===== src/rtl/gcd_engine.sv =====
// gcd_engine: two-operand GCD engine with run-time selectable algorithm
// (repeated subtraction or binary/Stein GCD).
//
// Handshake: Enter is a level strobe. A load request is only its rising edge,
// rise = Enter & ~enter_q. In IDLE a rise loads X. In WAITY a rise loads Y and
// Mode, then computation starts. In DONE a rise loads a new X. A rise in CHECK,
// SUB or STEIN is dropped. Halt=1 marks Output/Error/Cycles as a valid result,
// and those values stay held until the next X load.
module gcd_engine #(
  parameter int WIDTH = 8,
  parameter int CNT_W = 16
) (
  input  logic             Clock,
  input  logic             Reset,
  input  logic             Enter,
  input  logic [WIDTH-1:0] Input,
  input  logic             Mode,
  output logic [WIDTH-1:0] Output,
  output logic             Halt,
  output logic             Error,
  output logic [3:0]       State,
  output logic [CNT_W-1:0] Cycles
);

  localparam int KW = $clog2(WIDTH);

  typedef enum logic [3:0] {
    S_IDLE  = 4'd0,
    S_WAITY = 4'd1,
    S_CHECK = 4'd2,
    S_SUB   = 4'd3,
    S_STEIN = 4'd4,
    S_DONE  = 4'd6
  } state_e;

  state_e           state_q, state_d;
  logic             enter_q;
  logic [WIDTH-1:0] x_q, x_d;
  logic [WIDTH-1:0] y_q, y_d;
  logic [KW-1:0]    k_q, k_d;
  logic             mode_q, mode_d;
  logic [WIDTH-1:0] out_q, out_d;
  logic             err_q, err_d;
  logic [CNT_W-1:0] cyc_q, cyc_d;

  logic             rise;
  logic             x_gt_y;
  logic             x_eq_y;
  logic [CNT_W-1:0] cyc_inc;

  assign rise    = Enter & ~enter_q;
  assign x_gt_y  = (x_q > y_q);
  assign x_eq_y  = (x_q == y_q);
  // Saturating increment: stick at all-ones instead of wrapping.
  assign cyc_inc = (cyc_q == '1) ? cyc_q : cyc_q + CNT_W'(1);

  // Next-state and datapath updates; everything holds unless a state acts.
  always_comb begin
    state_d = state_q;
    x_d     = x_q;
    y_d     = y_q;
    k_d     = k_q;
    mode_d  = mode_q;
    out_d   = out_q;
    err_d   = err_q;
    cyc_d   = cyc_q;
    case (state_q)
      S_IDLE: begin
        if (rise) begin
          x_d     = Input;
          state_d = S_WAITY;
        end
      end
      S_WAITY: begin
        if (rise) begin
          y_d     = Input;
          mode_d  = Mode;
          k_d     = '0;
          state_d = S_CHECK;
        end
      end
      S_CHECK: begin
        cyc_d = '0;
        if ((x_q == '0) && (y_q == '0)) begin
          out_d   = '0;
          err_d   = 1'b1;
          state_d = S_DONE;
        end else if (x_q == '0) begin
          out_d   = y_q;
          state_d = S_DONE;
        end else if (y_q == '0) begin
          out_d   = x_q;
          state_d = S_DONE;
        end else begin
          state_d = mode_q ? S_STEIN : S_SUB;
        end
      end
      S_SUB: begin
        cyc_d = cyc_inc;
        if (x_eq_y) begin
          out_d   = x_q;
          state_d = S_DONE;
        end else if (x_gt_y) begin
          x_d = x_q - y_q;
        end else begin
          y_d = y_q - x_q;
        end
      end
      S_STEIN: begin
        cyc_d = cyc_inc;
        if (x_eq_y) begin
          // Result <= min(X,Y) of the original operands, so the shift fits.
          out_d   = x_q << k_q;
          state_d = S_DONE;
        end else if (!x_q[0] && !y_q[0]) begin
          x_d = x_q >> 1;
          y_d = y_q >> 1;
          // Both nonzero, so at most WIDTH-1 common halvings can occur.
          if (k_q != KW'(WIDTH - 1)) k_d = k_q + KW'(1);
        end else if (!x_q[0]) begin
          x_d = x_q >> 1;
        end else if (!y_q[0]) begin
          y_d = y_q >> 1;
        end else if (x_gt_y) begin
          x_d = x_q - y_q;
        end else begin
          y_d = y_q - x_q;
        end
      end
      S_DONE: begin
        if (rise) begin
          x_d     = Input;
          err_d   = 1'b0;
          state_d = S_WAITY;
        end
      end
      default: begin
        state_d = S_IDLE;
      end
    endcase
  end

  // State and datapath registers with synchronous reset.
  always_ff @(posedge Clock) begin
    if (Reset) begin
      state_q <= S_IDLE;
      enter_q <= 1'b0;
      x_q     <= '0;
      y_q     <= '0;
      k_q     <= '0;
      mode_q  <= 1'b0;
      out_q   <= '0;
      err_q   <= 1'b0;
      cyc_q   <= '0;
    end else begin
      state_q <= state_d;
      enter_q <= Enter;
      x_q     <= x_d;
      y_q     <= y_d;
      k_q     <= k_d;
      mode_q  <= mode_d;
      out_q   <= out_d;
      err_q   <= err_d;
      cyc_q   <= cyc_d;
    end
  end

  assign Output = out_q;
  assign Error  = err_q;
  assign Cycles = cyc_q;
  assign State  = state_q;
  assign Halt   = (state_q == S_DONE);

endmodule


===== config.mk =====
export PLATFORM = sky130hd
export DESIGN_NAME = gcd_engine
export DESIGN_NICKNAME = d
export VERILOG_FILES = /design/src/rtl/gcd_engine.sv
export SDC_FILE = /design/constraint.sdc
export NUM_CORES = 1
export LEC_CHECK = 0
export BUFFER_PORTS_ARGS = -buffer_cell sky130_fd_sc_hd__buf_2
export CAP_MARGIN = 25
export CORE_UTILIZATION = 60
export CTS_BUF_LIST = sky130_fd_sc_hd__clkbuf_8 sky130_fd_sc_hd__clkbuf_16
export CTS_CLUSTER_DIAMETER = 120
export DETAILED_ROUTE_END_ITERATION = 8
export GPL_TIMING_DRIVEN = 1
export PLACE_DENSITY = 0.92
export SLEW_MARGIN = 20
export SYNTH_ARGS = -nofsm -noshare
export SYNTH_HDL_FRONTEND = slang
export SYNTH_SLANG_ARGS = --single-unit

===== constraint.sdc =====
create_clock -name Clock -period 2.8 [get_ports Clock]
set_input_delay 0.14 -clock Clock [delete_from_list [all_inputs] [get_ports Clock]]
set_output_delay 0.14 -clock Clock [all_outputs]
set_load 0.1 [all_outputs]

== Word level (Yosys, flattened, before mapping) ==
Cells that the tools add are included.

* Reduce and logical (&&, ||, !) cells: 25
* Add/sub/neg operators: 4
* Shift-type cells: 1
* Multiplexer cells: 41
* Equality and inequality tests: 27
* $lt $le $gt $ge: 1
* Bitwise operators: 2

{| class="wikitable"
|+ Operator list
! cell !! count
|-
| $mux 8 || 20
|-
| $pmux 8 s3 || 3
|-
| $pmux 16 s2 || 1
|-
| $mux 3 || 8
|-
| $ne 2x2->1 const B || 11
|-
| $add 16x1->16 const B || 1
|-
| $eq 16x16->1 const B || 1
|-
| $logic_not 8->1 || 2
|-
| $mux 16 || 1
|-
| $ne 4x4->1 const B || 4
|-
| $pmux 4 s4 || 1
|-
| $sub 8x8->8 || 2
|-
| $reduce_and 7->1 || 2
|-
| $mux 4 || 3
|-
| $reduce_and 5->1 || 2
|-
| $reduce_bool 3->1 || 3
|-
| $eq 4x2->1 const B || 2
|-
| $eq 4x3->1 const B || 2
|-
| $eq 8x8->1 || 1
|-
| $gt 8x8->1 || 1
|-
| $shl 8x3->8 || 1
|-
| $ne 2x1->1 const B || 3
|-
| $ne 3x3->1 const B || 2
|-
| $pmux 3 s2 || 1
|-
| 15 further kinds || 23
|}

* Flip-flop bits (word level): 50
* Bits of input ports: 12
* Logic and storage cells: 112
* Output and inout port bits: 30

== Logic depth before layout (Yosys ltp) ==
* Word-level depth: 7
* Depth in mapped cells: 11
* Mapped depth without buffers: 10

== Worst setup path before layout ==
OpenSTA, ideal clock, no wires.

* Path type: reg-to-reg
* Start point: reg state_q[2] (netlist: State[2])
* End point: reg x_q[0]
* Library setup time: 0.086 ns
* Cell stages (with the launch flop): 7
* Path slack: 0.041 ns
* Data required time: 2.714 ns
* Data arrival time: 2.673 ns
* Path buffers: 1
* Path through: dfxtp_1 -> buf_2 -> and3_1 -> a22oi_1 -> o211ai_1 -> nor3_1 -> a211oi_1

* Longest elaborated chain between the ends: 4
* Elaborated cells on any way between the ends: 12
* Those cells by class: 7 x eq/ne; 1 x mux; 4 x reduce/logical

{| class="wikitable"
|+ Ends and longest elaborated chain
! element !! line !! RTL
|-
| from (decl) || 36 || <nowiki>state_e state_q, state_d;</nowiki>
|-
| from (signal assigned) || 156 || <nowiki>state_q <= state_d;</nowiki>
|-
| $eq 4x3->1 * || n/a ||
|-
| via Halt || 19 || <nowiki>output logic Halt,</nowiki>
|-
| $reduce_or 2->1 (no source line) * || n/a ||
|-
| $ne 2x1->1 (no source line) or $reduce_bool 3->1 (tied branches) || n/a ||
|-
| $reduce_and 5->1 (no source line) || n/a ||
|-
| to (signal assigned) || 148 || <nowiki>x_q <= '0;</nowiki>
|-
| to (signal assigned) || 158 || <nowiki>x_q <= x_d;</nowiki>
|-
| to (decl) || 38 || <nowiki>logic [WIDTH-1:0] x_q, x_d;</nowiki>
|}

Mark *: on every way through the listed nets, which the timed path passes. The rest lies on a longest branch.
A chain may end at the register's enable or synchronous reset.

== Final worst setup path ==
* Start point: reg x_q[5]
* End point: reg x_q[7]

* Longest elaborated chain between the ends: 7
* Elaborated cells on any way between the ends: 16
* Those cells by class: 1 x add/sub; 1 x order compare; 5 x eq/ne; 8 x mux; 1 x reduce/logical

{| class="wikitable"
|+ Ends and longest elaborated chain
! element !! line !! RTL
|-
| $sub 8x8->8 || 104, 125 ||
|-
| $mux 8 || 124 || <nowiki>end else if (x_gt_y) begin</nowiki>
|-
| $mux 8 || 122 || <nowiki>end else if (!y_q[0]) begin</nowiki>
|-
| $mux 8 || 120 || <nowiki>end else if (!x_q[0]) begin</nowiki>
|-
| $mux 8 || 115 || <nowiki>end else if (!x_q[0] && !y_q[0]) begin</nowiki>
|-
| $mux 8 || 111 || <nowiki>if (x_eq_y) begin</nowiki>
|-
| $pmux 8 s3 || 67 || <nowiki>case (state_q)</nowiki>
|}

Several ways; a longest one is shown, not always the timed one. The select of a mux whose other input is x is not followed.

==> impl_results.md <==
* Async SR Flop Fraction at 0%
* Via count at 3,838
* CTS buffer count at 5
* Maxcap violations at 0
* Final Max Tran Viols at 0
* Sequential fraction of the synthesis area at about 26%
* Initial detailed-routing violation count at about 400
* Vias per Instance at between 6 and 7
* Fin crit share at roughly 95%
* Final setup violation count at 0
* Critical Path AT at ~2.9 ns
* Starting density of the core at between 60% and 70%
* GRT Residual Overflow at 0
* Critical Path Fanout Max at 9
* Status: completed
* Hold Path Class: primary input to register
* DRC errors left at 0
* Detailed Route WL at roughly 11 mm
* Number of buffers added on ports at 40
* Synth top area share at ~26%
* Critical path type: register to register
* CP endpoint kind: register
* Hold_buf cts at 0
* Pin slew with the least headroom to its limit at 0.652 ns
* Ports at between 40 and 50
* Top post-synthesis cells by area: dfxtp_1 26%, ha_1 6.9%, nor2_1 5.6%
* P_sw at 2.25 mW
* Routed Antenna Nets at 0
* Sw Ratio at 52.2%
* Hpwl dp at between 8 and 9 mm
* CTS tree: built
* Worst setup SP type: register
* Core region area at ~6000 um2
* Synthesized area at between 3000 and 4000 um2
* Gate power share at between 60 and 70%
* Root Driver: clkbuf_8
* Die area at 6650 um2
* Maximum clock rate at 378 MHz
* VDD IR-drop max at roughly 0.63 mV
* Mapped Nets at 487
* Clock Power Share at 10.7%
* 1st-pass router iterations at 6
* FF+latch count, synth at slightly below 50
* Commonest cells in the netlist: 57 x nor2_1, 49 x dfxtp_1, 29 x nand2_1, 28 x a21oi_1
* Cell area power density at about 1000 nW/um2
* Row count at 28
* Crit path time final at approximately 2.6 ns
* H-tree levels at 2
* Layout cells sized above 1 at between 20% and 30%
* All-Layer GR Usage at 33.5%
* Max Clock Skew at between 0.007 and 0.008 ns
* Clock tree buffer depth at 2
* Synth warnings at 0
* Post-synth top flop: dfxtp_1
* Pin count of the biggest net entering global routing at 37
* Max-slew headroom at around 56%
* DIE HEIGHT at approximately 82 um
* Drt wl/cell at between 15 and 20 um
* Post-Syn Area per Cell at approximately 8.4 um2
* Fin Setup TNS at 0 ns
* WP data required at 3.00 ns
* Post-synth EDFFs at 0
* Vias in the first global route at 3,337
* Area leader, netlist: dfxtp_1
* Static Leak at roughly 1.6 nW
* Total internal power at 2.06 mW
* Total Power at between 4 and 5 mW
* GP Congestion at roughly 1.0
* Reg area at 981 um2
* Clock Pin Slew Worst Setup and Hold Paths at around 0.1 ns
* Initial antenna violation count at 0
* Unique masters post-synth at 73
* Multi-input logic area at between 2000 and 3000 um2
* P&R area growth vs syn at 11.6%
* RSZ-0062 raised after global routing: false
* Seq pwr share at between 20% and 30%
* Die span in x at roughly 82 um
* First-pass GRT wire length at roughly 17 mm
* Final Hold Viols at 0
* Fillers at ~510
* Clk sinks at 49
* Cells after Synth at 452
* Net count, final at around 530
* ANT cells at 0
* Count leader, synth: nor2_1
* Worst-Skew Late Latency at roughly 0.32 ns
## critical path: stages, from the launching register on
cell and delay (ns):
dfxtp_1 0.51, inv_1 0.14, ha_2 0.46, nand4_2 0.16, or2_1 0.30, o31a_1 0.19
a311o_1 0.43, a221oi_2 0.27, nor3_1 0.07
## cells in the final DEF (no fill, tap or decap), types with 7 or more instances in the layout
cell      netlist  layout
buf_2           4      40
a311oi_1        7       7
dfxtp_1        49      49
nor2b_1         8       8
a211oi_1       14      14
nor2_1         57      57
a21oi_1        28      28
xnor2_1         8       8
o21ai_0        13      13
mux2i_1         8       8
buf_4           7      26
a221oi_2        8       8
nand3_1        14      14
inv_1          21      20
nand4_1         7       7
nand2_1        29      29
xor2_1         15      15
ha_1           21      19
## registers in the layout (all words and copies together) (netlist names)
register	cells
Cycles	16
Output	8
x_q	8
y_q	8
State	3
k_q	3
Error	1
enter_q	1
mode_q	1
## final cells by class
type	instances	area share, %
multi-input combinational	355	61.1
timing repair buffer	66	9.32
inverter	22	1.95
tap	75	2.21
sequential	49	23.1
clock inverter	3	0.620
clock buffer	5	1.62
## what timing repair did
action	4_1_cts	5_1_grt
setup endpoints to repair	0	8
resized for setup	0	4
buffers inserted	0	2
## cell families (layout without fill, tap and decap cells)
kind of cell,Yosys count,count (layout),synth area share [%]
other cells,1,1,0.0987
buf+inv,48,96,6.16
fa+ha+maj,23,23,7.97
flops,49,49,25.8
simple gates,157,157,22.2
xor+xnor,23,23,5.30
mux,13,13,4.78
compound gates,138,138,27.7
## power by group through the flow
stage	Sequential, mW	Combinational, mW	Clock, mW
after floorplan	1.19	1.86	0
after global placement	0.928	2.72	0
after detailed placement	0.937	2.76	0
after CTS	0.922	2.78	0.462
after global routing	0.941	3.12	0.483
final	0.929	2.92	0.461
## through the flow
step                      hold slack [ns]  setup WS [ns]  instance area (um2)  std cells  util, %
after detailed placement            0.384         0.0757                 4120        565     68.4
after global placement              0.375          0.224                 4120        565     68.4
final                              0.0518          0.152                 4240        575     70.4
after CTS                          0.0516         0.0570                 4220        573     70.0
after global routing               0.0792        0.00419                 4240        575     70.4
after floorplan                     0.268         0.0410                 3800        452        -
## routing by layer
metal / part of all wire, % / track usage [%]
met1: 42 / 44.4
met2: 46 / 53.3
met3: 9.1 / 5.22
met4: 3.0 / 15.1
met5: 0 / 0
## final timing paths
| check | start | end | slack, ns | cells past startpoint |
|---|---|---|---|---|
| hold / removal | Enter | enter_q$_SDFF_PP0_ | 0.05 | 2 |
| setup / recovery | x_q[5]$_SDFFE_PP0P_ | x_q[7]$_SDFFE_PP0P_ | 0.15 | 8 |
| setup reg to reg | x_q[5]$_SDFFE_PP0P_ | x_q[7]$_SDFFE_PP0P_ | 0.15 | 8 |
| hold reg to reg | Output[1]$_SDFFE_PP0P_ | Output[1]$_SDFFE_PP0P_ | 0.50 | 2 |
Note: power is estimated with default switching activity, not from simulation.
